<file path="src/rtl/eda_output_reader_if.sv">
// Output word stream of the flag-matrix reader: packed flags, word index and last marker.
// A word transfers on any rising clk edge where dout_valid and dout_ready are both high; once
// raised, dout_valid and its payload hold steady until that transfer (clear/reset excepted).
interface eda_output_reader_if #(
    parameter int M          = 4,
    parameter int N          = 4,
    parameter int WORD_WIDTH = 8
);
    localparam int NUM_WORDS = (M * N + WORD_WIDTH - 1) / WORD_WIDTH;
    localparam int IDX_WIDTH = (NUM_WORDS > 1) ? $clog2(NUM_WORDS) : 1;

    logic                  dout_valid;
    logic                  dout_ready;
    logic [WORD_WIDTH-1:0] dout_data;
    logic [IDX_WIDTH-1:0]  dout_idx;
    logic                  dout_last;

    modport master (
        output dout_valid, dout_data, dout_idx, dout_last,
        input  dout_ready
    );

    modport slave (
        input  dout_valid, dout_data, dout_idx, dout_last,
        output dout_ready
    );
endinterface

</file>
<file path="src/rtl/eda_output_reader.sv">
// Snapshots the M x N regional-maxima flag matrix on start and streams it row-major,
// WORD_WIDTH flags per word, over a valid/ready port; done pulses after the last word.
`ifndef CFG_M
`define CFG_M 4
`endif
`ifndef CFG_N
`define CFG_N 4
`endif

module eda_output_reader #(
    parameter int M          = `CFG_M,
    parameter int N          = `CFG_N,
    parameter int WORD_WIDTH = 8
) (
    input  logic                 clk,
    input  logic                 reset,
    input  logic                 clear,
    input  logic                 start,
    input  logic [M-1:0][N-1:0]  matrix_in,
    eda_output_reader_if.master  dout,
    output logic                 busy,
    output logic                 done,
    output logic                 state_dbg
);
    localparam int NUM_FLAGS = M * N;
    localparam int NUM_WORDS = (NUM_FLAGS + WORD_WIDTH - 1) / WORD_WIDTH;
    localparam int IDX_WIDTH = (NUM_WORDS > 1) ? $clog2(NUM_WORDS) : 1;
    localparam int PAD_WIDTH = NUM_WORDS * WORD_WIDTH;
    localparam logic [IDX_WIDTH-1:0] LAST_IDX = IDX_WIDTH'(NUM_WORDS - 1);

    typedef enum logic [0:0] {IDLE = 1'b0, SEND = 1'b1} state_t;

    state_t               state_q;
    logic [IDX_WIDTH-1:0] cnt_q;
    logic [M-1:0][N-1:0]  shadow_q;
    logic                 done_q;

    logic                 sending;
    logic                 hs;
    logic [PAD_WIDTH-1:0] padded;

    assign sending = (state_q == SEND);
    assign hs      = sending & dout.dout_ready;

    // Flag p = i*N + j is bit p of the flattened shadow; the tail of the last word is zero.
    always_comb begin
        padded                = '0;
        padded[NUM_FLAGS-1:0] = shadow_q;
    end

    always_ff @(posedge clk or posedge reset) begin
        if (reset) begin
            state_q  <= IDLE;
            cnt_q    <= '0;
            shadow_q <= '0;
            done_q   <= 1'b0;
        end else begin
            done_q <= 1'b0;
            if (clear) begin
                state_q <= IDLE;
                cnt_q   <= '0;
            end else begin
                case (state_q)
                    IDLE: begin
                        if (start) begin
                            shadow_q <= matrix_in;
                            cnt_q    <= '0;
                            state_q  <= SEND;
                        end
                    end
                    SEND: begin
                        if (hs) begin
                            if (cnt_q == LAST_IDX) begin
                                state_q <= IDLE;
                                cnt_q   <= '0;
                                done_q  <= 1'b1;
                            end else begin
                                cnt_q <= cnt_q + IDX_WIDTH'(1);
                            end
                        end
                    end
                    default: state_q <= IDLE;
                endcase
            end
        end
    end

    assign dout.dout_valid = sending;
    assign dout.dout_data  = sending ? padded[int'(cnt_q) * WORD_WIDTH +: WORD_WIDTH] : '0;
    assign dout.dout_idx   = sending ? cnt_q : '0;
    assign dout.dout_last  = sending & (cnt_q == LAST_IDX);
    assign busy            = sending;
    assign done            = done_q;
    assign state_dbg       = state_q;
endmodule

</file>
<file path="src/flat_wrapper.sv">
// flat-port wrapper written by rule: the top's interface ports become plain ports
module eda_output_reader_flat 
#(
    parameter int M          = `CFG_M,
    parameter int N          = `CFG_N,
    parameter int WORD_WIDTH = 8
)
  (clk, reset, clear, start, matrix_in, busy, done, state_dbg, dout_dout_valid, dout_dout_data, dout_dout_idx, dout_dout_last, dout_dout_ready);
  eda_output_reader_if #(.M(M), .N(N), .WORD_WIDTH(WORD_WIDTH)) dout_i ();
  input  logic clk;
  input  logic reset;
  input  logic clear;
  input  logic start;
  input  logic [M-1:0][N-1:0] matrix_in;
  output logic busy;
  output logic done;
  output logic state_dbg;
  output wire logic [$bits(dout_i.dout_valid)-1:0] dout_dout_valid;
  output wire logic [$bits(dout_i.dout_data)-1:0] dout_dout_data;
  output wire logic [$bits(dout_i.dout_idx)-1:0] dout_dout_idx;
  output wire logic [$bits(dout_i.dout_last)-1:0] dout_dout_last;
  input wire logic [$bits(dout_i.dout_ready)-1:0] dout_dout_ready;
  assign dout_dout_valid = dout_i.dout_valid;
  assign dout_dout_data = dout_i.dout_data;
  assign dout_dout_idx = dout_i.dout_idx;
  assign dout_dout_last = dout_i.dout_last;
  assign dout_i.dout_ready = dout_dout_ready;
  eda_output_reader #(.M(M), .N(N), .WORD_WIDTH(WORD_WIDTH)) u_core (.clk(clk), .reset(reset), .clear(clear), .start(start), .matrix_in(matrix_in), .dout(dout_i), .busy(busy), .done(done), .state_dbg(state_dbg));
endmodule
</file>
<file path="config.mk">
export PLATFORM = sky130hd
export DESIGN_NAME = eda_output_reader_flat
export DESIGN_NICKNAME = d
export VERILOG_FILES = /design/src/rtl/eda_output_reader_if.sv /design/src/rtl/eda_output_reader.sv /design/src/flat_wrapper.sv
export SDC_FILE = /design/constraint.sdc
export NUM_CORES = 1
export LEC_CHECK = 0
export BUFFER_PORTS_ARGS = -buffer_cell sky130_fd_sc_hd__buf_2
export CORE_MARGIN = 1.5
export CORE_UTILIZATION = 47
export CTS_CLUSTER_SIZE = 24
export DETAILED_ROUTE_END_ITERATION = 16
export PLACE_DENSITY_LB_ADDON = 0.2
export SLEW_MARGIN = 15
export SYNTH_ARGS = -nofsm -noshare
export SYNTH_HDL_FRONTEND = slang
export SYNTH_SLANG_ARGS = --single-unit
</file>
<file path="constraint.sdc">
create_clock -name clk -period 1.7 [get_ports clk]
set_input_delay 0.255 -clock clk [delete_from_list [all_inputs] [get_ports clk]]
set_output_delay 0.255 -clock clk [all_outputs]
set_load 0.1 [all_outputs]
</file>
# Word level (Yosys, flattened, before mapping)
# Cells that the tools add are included.
# W data, S select, Z words.
[op_classes] add_sub_neg=1 n_eq_ne=2 shifts=1 muxes=16 bitwise=4 n_reduce_logical=2
[op_table] operator="$shiftx A16 B5 Y8" count=1
[op_table] operator="$mux W1" count=13
[op_table] operator="$mux W8" count=1
[op_table] operator="$ne A3 B3 Y1 const B" count=2
[op_table] operator="$pmux W1 S2" count=2
[op_table] operator="$reduce_and A3 Y1" count=1
[op_table] operator="$and A1 B1 Y1" count=2
[op_table] operator="$not A1 Y1" count=2
[op_table] operator="$reduce_and A2 Y1" count=1
[op_table] operator="$add A1 B1 Y1 const B" count=1
[word_totals] ff_bits=19 input_bits=21 output_inout_bits=14 wordCells=33

# Longest topological paths before layout
# Gate-level depths: netlist of the first run.
[depth] depth_word=5 mapped_depth=3 depth_no_buf=2

# Worst setup path before layout of the first run
# No wires, ideal clock.
[synth_timing] path_kind="register -> output" start="register u_core.state_q, in the netlist u_core.busy" end="output port dout_dout_data[0]" t_arrival_ps=2694 required_ps=1445 slack_ps=-1249 stages_incl_launch_ff=3 n_path_buf=1 cell_sequence="dfrtp_1 clkbuf_1 nor2b_1"
[synth_between] elab_chain_cells=1
[synth_lines] element="start: declaration" line_no="eda_output_reader.sv:33" text="state_t state_q;"
[synth_lines] element="start signal: assignment" line_no="eda_output_reader.sv:53" text="state_q <= IDLE;"
[synth_lines] element="start signal: assignment" line_no="eda_output_reader.sv:60" text="state_q <= IDLE;"
[synth_lines] element="start signal: assignment" line_no="eda_output_reader.sv:68" text="state_q <= SEND;"
[synth_lines] element="$mux W8" line_no="eda_output_reader.sv:89" text="assign dout.dout_data = sending ? padded[int'(cnt_q) * WORD_WIDTH +: WORD_WIDTH] : '0;"
[synth_lines] element="end: declaration" line_no="flat_wrapper.sv:19" text="output wire logic [$bits(dout_i.dout_data)-1:0] dout_dout_data;"
# Every way passes these cells.

# Final worst setup path of the first run
[layout_timing] start="register u_core.cnt_q" end="output port dout_dout_data[6]"
[layout_between] elab_chain_cells=2
[layout_lines] element="start: declaration" line_no="eda_output_reader.sv:34" text="logic [IDX_WIDTH-1:0] cnt_q;"
[layout_lines] element="start signal: assignment" line_no="eda_output_reader.sv:78" text="cnt_q <= cnt_q + IDX_WIDTH'(1);"
[layout_lines] element="$shiftx A16 B5 Y8" line_no="eda_output_reader.sv:89"
[layout_lines] element="$mux W8" line_no="eda_output_reader.sv:89"
# Every way passes these cells.

==> results of run 1 <==
[what timing repair did]
item                       CTS  global route
cloned                       0             0
setup endpoints to repair    1             4
gates resized for setup      1             1
hold buffers                 0             0
[power groups by stage]
| stage | Combinational (W) | Sequential [W] | Clock [W] |
|---|---|---|---|
| after global routing | 0.000587 | 0.000582 | 0.000238 |
| after global placement | 0.000548 | 0.000573 | 0 |
| after CTS | 0.000563 | 0.000570 | 0.000232 |
| after floorplan | 0.000396 | 0.000585 | 0 |
| final | 0.000558 | 0.000573 | 0.000215 |
| after detailed placement | 0.000559 | 0.000577 | 0 |
[cell families after synthesis]
logic type / after synthesis
AO/OA/AOI/OAI: 2
buffers and inverters: 7
multiplexers: 25
AND/OR/NAND/NOR: 14
flip-flops: 19
[Yosys cell counts]
cell                        n  share of area (%)
sky130_fd_sc_hd__mux2i_1    8                8.9
sky130_fd_sc_hd__and2_1     1               0.69
sky130_fd_sc_hd__nor3b_1    1               0.83
sky130_fd_sc_hd__clkbuf_1   1               0.41
sky130_fd_sc_hd__a21oi_1    1               0.55
sky130_fd_sc_hd__buf_4      3                2.5
sky130_fd_sc_hd__buf_2      1               0.55
sky130_fd_sc_hd__nor2_1     2               0.83
sky130_fd_sc_hd__buf_8      1                1.7
sky130_fd_sc_hd__mux2_2    17                 21
sky130_fd_sc_hd__nor3b_4    1                2.1
sky130_fd_sc_hd__nand3_1    1               0.55
sky130_fd_sc_hd__inv_1      1               0.41
sky130_fd_sc_hd__dfrtp_1   19                 53
sky130_fd_sc_hd__nor2b_1    8                5.5
sky130_fd_sc_hd__a211oi_1   1               0.83
[flip-flops by register name, summed over array words and instances (netlist names)]
signal	count
u_core.done	1
u_core.padded	16
u_core.cnt_q	1
u_core.busy	1
[layout by cell type (no fill, tap or decap), drive strengths merged, types with 2 or more instances in the layout]
cell type	Yosys	final
mux2	17	17
nor2	2	2
clkbuf	1	4
nor3b	2	2
mux2i	8	8
dfrtp	19	19
buf	5	37
nor2b	8	8
[final cells by class]
cell class | count | area, um2
repair buffers | 37 | 343
inverters | 1 | 3.75
clock buffers | 4 | 26.3
multi-input cells | 41 | 449
fillers | 126 | 432
well taps | 25 | 31.3
flip-flops and latches | 19 | 479
[layer usage]
layer  share of wire [%]  wire (um)
met1                  43        694
met2                  52        841
met3                 5.3         86
met4                   0          0
met5                   0          0
[worst max-delay path by stage]
stage | start | to | slack [ns] | cells past startpoint
detailed placement | u_core.busy | u_core.padded[10] | 0.32 | 3
global placement | u_core.busy | u_core.padded[10] | 0.35 | 3
global route | u_core.cnt_q | dout_dout_data[6] | -0.03 | 4
finish | u_core.cnt_q | dout_dout_data[6] | 0.05 | 4
CTS | u_core.cnt_q | dout_dout_data[4] | 0.009 | 4
floorplan | u_core.busy | dout_dout_last | 0.01 | 3
[per-stage QoR]
stage	cells	hold slack (ns)	util, %
detailed placement	123	0.413	73.6
global placement	123	0.396	73.6
global route	127	0.139	75.5
floorplan	67	0.206	-
finish	127	0.0708	75.5
CTS	127	0.0865	75.3
[critical path, cell delays in order, from the launching register on]
cell and delay (ns):
sky130_fd_sc_hd__dfrtp_1 0.33, sky130_fd_sc_hd__buf_4 0.22, sky130_fd_sc_hd__mux2i_1 0.31, sky130_fd_sc_hd__nor2b_4 0.07, sky130_fd_sc_hd__buf_12 0.17
==> impl_metrics.csv, run 1 <==
group,metric,value,unit
outcome,run_status,"complete, no violations",
yosys,synth.area.mux_share,30.0,%
global_routing,grt.met2_usage,27.4,%
pwr,power.density,1010,nW/um2
die,initial_utilization,51.3,%
yosys,synthesis.nets,88,
layout,post_route_cells_drive_above_1_share,68.6,%
layout,diodes,0,
placed_design,hpwlAfterDp,1.22,mm
clocking,cts_max_path_buffers,2,
routing,drc_errors,0,
yosys,yosysUniqueCellTypes,16,
critical_path,reg2reg_depth,3,
critical_path,startpoint_of_the_worst_slack_reg_to_reg_timing_path,"u_core.busy",
layout,finish.instance_area,1330,um2
die,die_w,46.9,um
yosys,post_synth_and_or_nand_nor_area_fraction,10.5,%
global_routing,groute.usage.overall,16.7,%
yosys,synth_warnings,0,
routing,route.detailed.vias_per_inst,4.78,
timing,final_min_period_over_clock_period,96.9,%
critical_path,worst_setup_path_end_kind,"primary output",
die,placementRows,15,
clocking,clock-root-buffer,"sky130_fd_sc_hd__clkbuf_4",
critical_path,worst-setup-path-type,"register to primary output",
run,timing.max_cap.violations,0,
yosys,synth-xor-area-share,0,%
placed_design,port_buffers,34,
clocking,clock_tree_from_tritoncts,"done",
timing,grt_setup_unrepaired,"true",
layout,finalNetCount,124,
die,floorplan.core_area,1760,um2
critical_path,worstPathRequired,1.44,ns
global_routing,top_usage_layer,"met2",
clocking,cts-htree-levels,1,
yosys,post_synth.cell_area_avg,13.5,um2
die,floorplan.die.height,46.9,um
clocking,source_to_sink_clock_delay_at_the_later_pin_of_the_worst_skew_pair,0.29,ns
timing,period_needed,1.65,ns
pwr,leakagePower,0.594,nW
pwr,peakVddDrop,0.580,mV
critical_path,r2r_setup_slk,0.32,ns
die,top_level_ports,35,
global_routing,first_pass_grt_wire_length,2.53,mm
timing,worst_pin_slew,0.694,ns
clocking,numCtsBuffers,3,
routing,postRouteWirelength,1.62,mm
global_routing,grt_max_degree,20,
yosys,largest_family_of_logic_cells_by_synthesized_area,"multiplexers",
pwr,switching_power_summed_over_all_nets,0.000495,W
global_routing,number_of_global_route_vias_before_repair,575,
placed_design,postPlaceCellArea,1300,um2
die,floorplan.die_area,2200,um2
layout,area_delta_synth_final,47.3,%
yosys,synth_compound_area_share,1.38,%
timing,final-max-slew-violation-count,0,
routing,first_iter_violations,13,
pwr,pwr-share-comb,41.4,%
global_routing,overflow,0,
global_routing,groute.layer.met3.usage,1.54,%
critical_path,cp.arrival,1.39,ns
routing,wire_per_inst,12.8,um
timing,hold_viol,0,
timing,worst_slew_margin_rel,53.7,%
pwr,p_seq_share,42.6,%
critical_path,top_fanout_value_on_the_critical_path,12,
routing,antenna_left,0,
yosys,portion_of_the_post_synthesis_area_used_by_sequential_elements,52.6,%
critical_path,worst_setup_path_start_kind,"register",
pwr,design_power_total,0.00135,W
placed_design,placement.setup.worst_slack,0.323,ns
yosys,synth.cell_area,905,um2
pwr,switching_share,36.8,%
global_routing,grt_antenna_before_repair,0,
yosys,synth_seq_cells,19,
clocking,cts.reportedPaths.clkPinSlew,0.10,ns
placed_design,gp_congestion,0.657,
yosys,post_synth_inst_count,67,
pwr,power_frac_clock,16.0,%
critical_path,capturing_point_of_the_worst_reg2reg_path,"u_core.padded[11]",
timing,fin_tns_setup,0,ns
hold_path,hold_class,"input port to asynchronous set/reset pin",
routing,vias,607,
timing,max_freq,607,MHz
yosys,synth_fa_ha_area_share,0,%
global_routing,global_route.usage.met1,23.0,%
clocking,post_cts_buffers,0,
timing,finalSetupViolCount,0,
routing,detail_route.first_pass.iterations,2,
timing,clock-skew-final,0.00470,ns
clocking,cts.sink_count,19,
timing,layout_setup_ws,0.0528,ns
pwr,cell_internal_power_dissipation,0.000851,W
No activity file was read; power rests on OpenSTA's default activity.
==> run 2: changes to the inputs <==
--- a/config.mk
+++ b/config.mk
@@ -6,8 +6,10 @@
 export NUM_CORES = 1
 export LEC_CHECK = 0
 export BUFFER_PORTS_ARGS = -buffer_cell sky130_fd_sc_hd__buf_2
+export CELL_PAD_IN_SITES_DETAIL_PLACEMENT = 0
+export CELL_PAD_IN_SITES_GLOBAL_PLACEMENT = 1
 export CORE_MARGIN = 1.5
-export CORE_UTILIZATION = 47
+export CORE_UTILIZATION = 36
 export CTS_CLUSTER_SIZE = 24
 export DETAILED_ROUTE_END_ITERATION = 16
 export PLACE_DENSITY_LB_ADDON = 0.2
==> run 2 against run 1 <==
Effect of this change:
- sequential share of layout area shrank 1.0 points
- first-iteration DRC count shrank 69%
- die area grew 28%
- via count grew 2.3%
- sequential cell count is the same
- core utilization shrank 16 points
- final area grew 3.2%
- critical endpoint is now dout_dout_valid
==> impl_metrics.csv, run 2 (synthesized netlist as in run 1, its figures left out) <==
group,metric,value,unit
layout,post_route_cells_drive_above_1_share,72.1,%
critical_path,path_depth,2,
routing,route.detailed.vias_per_inst,4.70,
routing,first_iter_violations,4,
timing,grt_setup_unrepaired,"true",
critical_path,timing.critical_path.slowest_stage_cell,"sky130_fd_sc_hd__buf_2",
timing,worst_hold_slack,0.0656,ns
global_routing,number_of_global_route_vias_before_repair,658,
layout,finalNetCount,126,
timing,final-max-slew-violation-count,0,
critical_path,worstPathBufferInverterCount,2,
critical_path,worst_setup_path_end_kind,"primary output",
pwr,design_power_total,0.00137,W
critical_path,crit_path_max_incr_delay,0.45,ns
pwr,pwr-share-comb,41.8,%
routing,antenna_left,0,
clocking,numCtsBuffers,3,
clocking,clock-root-buffer,"sky130_fd_sc_hd__clkbuf_4",
clocking,cts_hold_buf,0,
routing,detail_route.first_pass.iterations,2,
die,placementRows,17,
die,floorplan.die.height,53.1,um
layout,finish.instance_area,1380,um2
die,floorplan.die_area,2820,um2
critical_path,worst-setup-path-type,"register to primary output",
global_routing,groute.usage.overall,14.2,%
routing,vias,621,
timing,final_min_period_over_clock_period,96.7,%
placed_design,postPlaceCellArea,1320,um2
timing,finalSetupViolCount,0,
pwr,peakVddDrop,0.605,mV
die,top_level_ports,35,
global_routing,grt_max_degree,20,
placed_design,gp_congestion,0.652,
die,floorplan.core_area,2300,um2
layout,area_delta_synth_final,52.0,%
critical_path,worst_setup_path_start_kind,"register",
run,timing.max_cap.violations,0,
clocking,cts_max_path_buffers,2,
layout,diodes,0,
timing,worst_slew_margin_rel,52.6,%
critical_path,top_fanout_value_on_the_critical_path,16,
placed_design,hpwlAfterDp,1.23,mm
pwr,power.density,996,nW/um2
global_routing,first_pass_grt_wire_length,2.77,mm
outcome,run_status,"complete, no violations",
critical_path,cp_top_family,"buffers and inverters",
critical_path,cp.arrival,1.39,ns
clocking,source_to_sink_clock_delay_at_the_later_pin_of_the_worst_skew_pair,0.29,ns
routing,wire_per_inst,12.8,um
clocking,cts-htree-levels,1,
pwr,power_frac_clock,16.0,%
layout,final.fill_count,197,
timing,period_needed,1.64,ns
global_routing,grt_antenna_before_repair,0,
pwr,cell_internal_power_dissipation,0.000865,W
layout,layout_common_cells,"23 x sky130_fd_sc_hd__buf_2, 17 x sky130_fd_sc_hd__mux2_2, 17 x sky130_fd_sc_hd__dfrtp_1",
pwr,switching_power_summed_over_all_nets,0.000505,W
pwr,p_seq_share,42.2,%
clocking,cts.sink_count,19,
critical_path,crit_chain,"buf_4 -> buf_2",
placed_design,port_buffers,34,
clocking,clock_tree_from_tritoncts,"done",
timing,worst_pin_slew,0.710,ns
layout,number_of_flip_flops_in_the_largest_register,16,
critical_path,worstPathRequired,1.44,ns
critical_path,reg2reg_depth,3,
pwr,leakagePower,0.609,nW
pwr,switching_share,36.9,%
routing,drc_errors,0,
timing,hold_viol,0,
die,initial_utilization,39.4,%
clocking,cts.reportedPaths.clkPinSlew,0.10,ns
layout,layout_commonest_cell,"sky130_fd_sc_hd__buf_2",
timing,max_freq,608,MHz
hold_path,hold_class,"input port to asynchronous set/reset pin",
global_routing,overflow,0,
timing,clock-skew-final,0.00701,ns
routing,postRouteWirelength,1.69,mm
die,die_w,53.1,um
critical_path,r2r_setup_slk,0.29,ns
## run 2: repair_timing
| action | 4_1_cts | 5_1_grt |
|---|---|---|
| endpoints found under the setup margin | 6 | 9 |
| pin swaps | 0 | 0 |
| setup buffers | 0 | 2 |
| resized for setup | 2 | 4 |
## run 2: worst paths after layout
check	startpoint	to
setup / recovery	u_core.busy	dout_dout_valid
hold / removal	reset	u_core.done
setup reg to reg	u_core.busy	u_core.padded[9]
hold reg to reg	u_core.padded[2]	u_core.padded[2]
max in group asynchronous	reset	u_core.busy
min in group clk	clear	u_core.done
## run 2: per-stage QoR
stage / utilization (%) / setup slack, ns / instances / TNS (ns)
4_1_cts: 58.6 / 0.0157 / 130 / 0
3_5_place_dp: 57.2 / 0.281 / 126 / 0
2_1_floorplan: - / 0.0112 / 67 / 0
3_3_place_gp: 57.2 / 0.325 / 126 / 0
6_report: 59.9 / 0.0560 / 132 / 0
5_1_grt: 59.9 / -0.0209 / 132 / -0.0606
## run 2: worst reg2reg max path: stages (launching register included)
cell                      delay (ns)
sky130_fd_sc_hd__dfrtp_4        0.50
sky130_fd_sc_hd__nor3b_4        0.16
sky130_fd_sc_hd__buf_4          0.27
sky130_fd_sc_hd__mux2_2         0.36
## run 2: power groups by stage
stage                     logic, W  registers [W]  clock network (W)
final                     0.000572       0.000578           0.000219
after global routing      0.000601       0.000589           0.000256
after CTS                 0.000565       0.000575           0.000233
after detailed placement  0.000562       0.000581                  0
after global placement    0.000553       0.000580                  0
after floorplan           0.000396       0.000585                  0
## run 2: layout make-up
class                   count  area [um2]  share of cell area, %
clock buffers               4        26.3                   1.91
inverters                   1        3.75                  0.273
multi-input cells          41         457                   33.2
flip-flops and latches     19         480                   34.9
well taps                  28        35.0                   2.55
repair buffers             39         373                   27.1
## run 2: routing by layer
| layer | wire, um | vias to the layer above | global-route usage [%] | part of all wire (%) |
|---|---|---|---|---|
| li1 | - | 305 | - | - |
| met1 | 694 | 294 | 16.6 | 41 |
| met2 | 882 | 20 | 24.4 | 52 |
| met3 | 98 | 2 | 3.39 | 5.8 |
| met4 | 14 | 0 | 6.41 | 0.83 |
| met5 | 0 | - | 0 | 0 |
==> run 3: changes to the inputs <==
--- a/config.mk
+++ b/config.mk
@@ -9,7 +9,8 @@
 export CELL_PAD_IN_SITES_DETAIL_PLACEMENT = 0
 export CELL_PAD_IN_SITES_GLOBAL_PLACEMENT = 1
 export CORE_MARGIN = 1.5
-export CORE_UTILIZATION = 36
+export CORE_UTILIZATION = 38
+export CTS_BUF_LIST = sky130_fd_sc_hd__clkbuf_4 sky130_fd_sc_hd__clkbuf_8
 export CTS_CLUSTER_SIZE = 24
 export DETAILED_ROUTE_END_ITERATION = 16
 export PLACE_DENSITY_LB_ADDON = 0.2
==> run 3 against run 2 <==
Effect of this change:
- wire length shrank 7.2%
- via count grew 0.64%
- highest routed layer unchanged
- non-clock buffer count shrank 1
- setup slack gained 0.029 ns
- power shrank 0.83%
- global-route usage shrank 0.34 points
- sequential power is essentially flat
- clock skew shrank 0.0031 ns
- register-to-register slack lost 0.02 ns
- count of clock-buffer cells in the layout is the same
==> impl_metrics.csv, run 3 (synthesized netlist as in run 1, its figures left out) <==
group,metric,value,unit
timing,period_needed,1.61,ns
placed_design,placement.setup.worst_slack,0.265,ns
outcome,run_status,"complete, no violations",
die,initial_utilization,40.5,%
layout,number_of_flip_flops_in_the_largest_register,16,
timing,final_min_period_over_clock_period,95.0,%
run,timing.max_cap.violations,0,
layout,finalNetCount,125,
placed_design,hpwlAfterDp,1.25,mm
global_routing,grt_antenna_before_repair,0,
critical_path,top_fanout_value_on_the_critical_path,8,
routing,antenna_left,0,
critical_path,crit_chain,"buf_4 -> mux2i_1 -> nor2b_4 -> buf_12",
critical_path,crit_path_max_incr_delay,0.36,ns
layout,diodes,0,
layout,post_route_cells_drive_above_1_share,68.9,%
routing,first_iter_violations,0,
clocking,clock_tree_from_tritoncts,"done",
timing,hold_viol,0,
global_routing,number_of_global_route_vias_before_repair,652,
critical_path,r2r_setup_slk,0.27,ns
timing,worst_pin_slew,0.689,ns
clocking,cts_max_path_buffers,2,
clocking,cts.reportedPaths.clkPinSlew,0.10,ns
die,floorplan.die.height,51.8,um
clocking,cts-htree-levels,1,
global_routing,first_pass_grt_wire_length,2.74,mm
timing,max_freq,619,MHz
timing,layout_setup_ws,0.0853,ns
critical_path,worstPathRequired,1.44,ns
critical_path,worst-setup-path-type,"register to primary output",
timing,grt_setup_unrepaired,"true",
clocking,cts_hold_buf,0,
timing,final-max-slew-violation-count,0,
layout,final.fill_count,180,
layout,layout_commonest_cell,"sky130_fd_sc_hd__buf_2",
die,floorplan.die_area,2680,um2
layout,area_delta_synth_final,48.5,%
critical_path,reg2reg_depth,3,
die,die_w,51.8,um
clocking,numCtsBuffers,3,
routing,drc_errors,0,
global_routing,grt_max_degree,20,
clocking,clock-root-buffer,"sky130_fd_sc_hd__clkbuf_4",
timing,clock-skew-final,0.00392,ns
timing,worst_hold_slack,0.0593,ns
critical_path,timing.critical_path.slowest_stage_cell,"sky130_fd_sc_hd__dfrtp_1",
routing,detail_route.first_pass.iterations,1,
timing,finalSetupViolCount,0,
layout,layout_common_cells,"24 x sky130_fd_sc_hd__buf_2, 18 x sky130_fd_sc_hd__dfrtp_1, 17 x sky130_fd_sc_hd__mux2_2",
routing,vias,625,
clocking,source_to_sink_clock_delay_at_the_later_pin_of_the_worst_skew_pair,0.28,ns
critical_path,cp.arrival,1.36,ns
layout,final_core_util,60.2,%
pwr,power.density,1010,nW/um2
critical_path,worst_setup_path_start_kind,"register",
clocking,cts.sink_count,19,
hold_path,hold_class,"input port to asynchronous set/reset pin",
placed_design,gp_congestion,0.604,
routing,postRouteWirelength,1.57,mm
global_routing,groute.usage.overall,13.9,%
pwr,peakVddDrop,0.556,mV
global_routing,overflow,0,
placed_design,port_buffers,34,
critical_path,worst_setup_path_end_kind,"primary output",
timing,worst_slew_margin_rel,54.0,%
die,top_level_ports,35,
die,placementRows,17,
clocking,cts_repair_resize_count,0,
routing,route.detailed.vias_per_inst,4.77,
pwr,design_power_total,0.00136,W
pwr,leakagePower,0.602,nW
routing,wire_per_inst,12.0,um
die,floorplan.core_area,2230,um2
clocking,post_cts_buffers,0,
[run 3: cell count changes in the layout (fill, tap and decap cells not counted)]
| cell | before | now |
|---|---|---|
| sky130_fd_sc_hd__buf_12 | 11 | 10 |
| sky130_fd_sc_hd__buf_2 | 23 | 24 |
| sky130_fd_sc_hd__clkbuf_1 | 1 | 0 |
| sky130_fd_sc_hd__dfrtp_1 | 17 | 18 |
| sky130_fd_sc_hd__dfrtp_2 | 1 | 0 |
| sky130_fd_sc_hd__mux2i_1 | 4 | 7 |
| sky130_fd_sc_hd__mux2i_2 | 4 | 1 |
[run 3: stage by stage]
stage / setup TNS, ns / area [um2] / std cells
floorplan: 0 / 993 / 67
global placement: 0 / 1310 / 127
detailed placement: 0 / 1310 / 127
CTS: 0 / 1340 / 131
global route: -0.0400 / 1340 / 131
finish: 0 / 1340 / 131
[run 3: final cells by class]
| cell class | instances | area [um2] | share of cell area [%] |
|---|---|---|---|
| clock buffer | 4 | 30.0 | 2.23 |
| tap | 28 | 35.0 | 2.61 |
| sequential | 19 | 479 | 35.7 |
| multi-input combinational | 41 | 445 | 33.1 |
| inverter | 1 | 3.75 | 0.279 |
| timing repair buffer | 38 | 350 | 26.1 |
[run 3: final timing paths]
kind	end	from
max in group asynchronous	u_core.busy	reset
worst max register to register	u_core.padded[12]	u_core.busy
worst min register to register	u_core.padded[4]	u_core.padded[4]
worst min-delay path	u_core.cnt_q	reset
min in group clk	u_core.padded[14]	matrix_in[14]
worst max-delay path	dout_dout_data[4]	u_core.cnt_q
[run 3: layer usage]
metal	global-route usage, %	vias up	part of all wire [%]
met5	0	-	0
met1	16.8	304	46
met4	5.26	0	1.0
met3	2.87	2	5.4
li1	-	298	-
met2	24.1	21	48
[run 3: where the power goes]
group | total [W] | internal (W) | switching [W]
Clock | 0.000234 | 0.000107 | 0.000127
Combinational | 0.000548 | 0.000228 | 0.000320
Sequential | 0.000576 | 0.000530 | 0.0000460
Total | 0.00136 | 0.000865 | 0.000493
[run 3: worst max-delay path, delay by kind of cell, from the launching register on]
family                 cells  cell delay, ns
buffers and inverters      2            0.35
multiplexers               1            0.30
flip-flops                 1            0.36
AND/OR/NAND/NOR            1            0.07
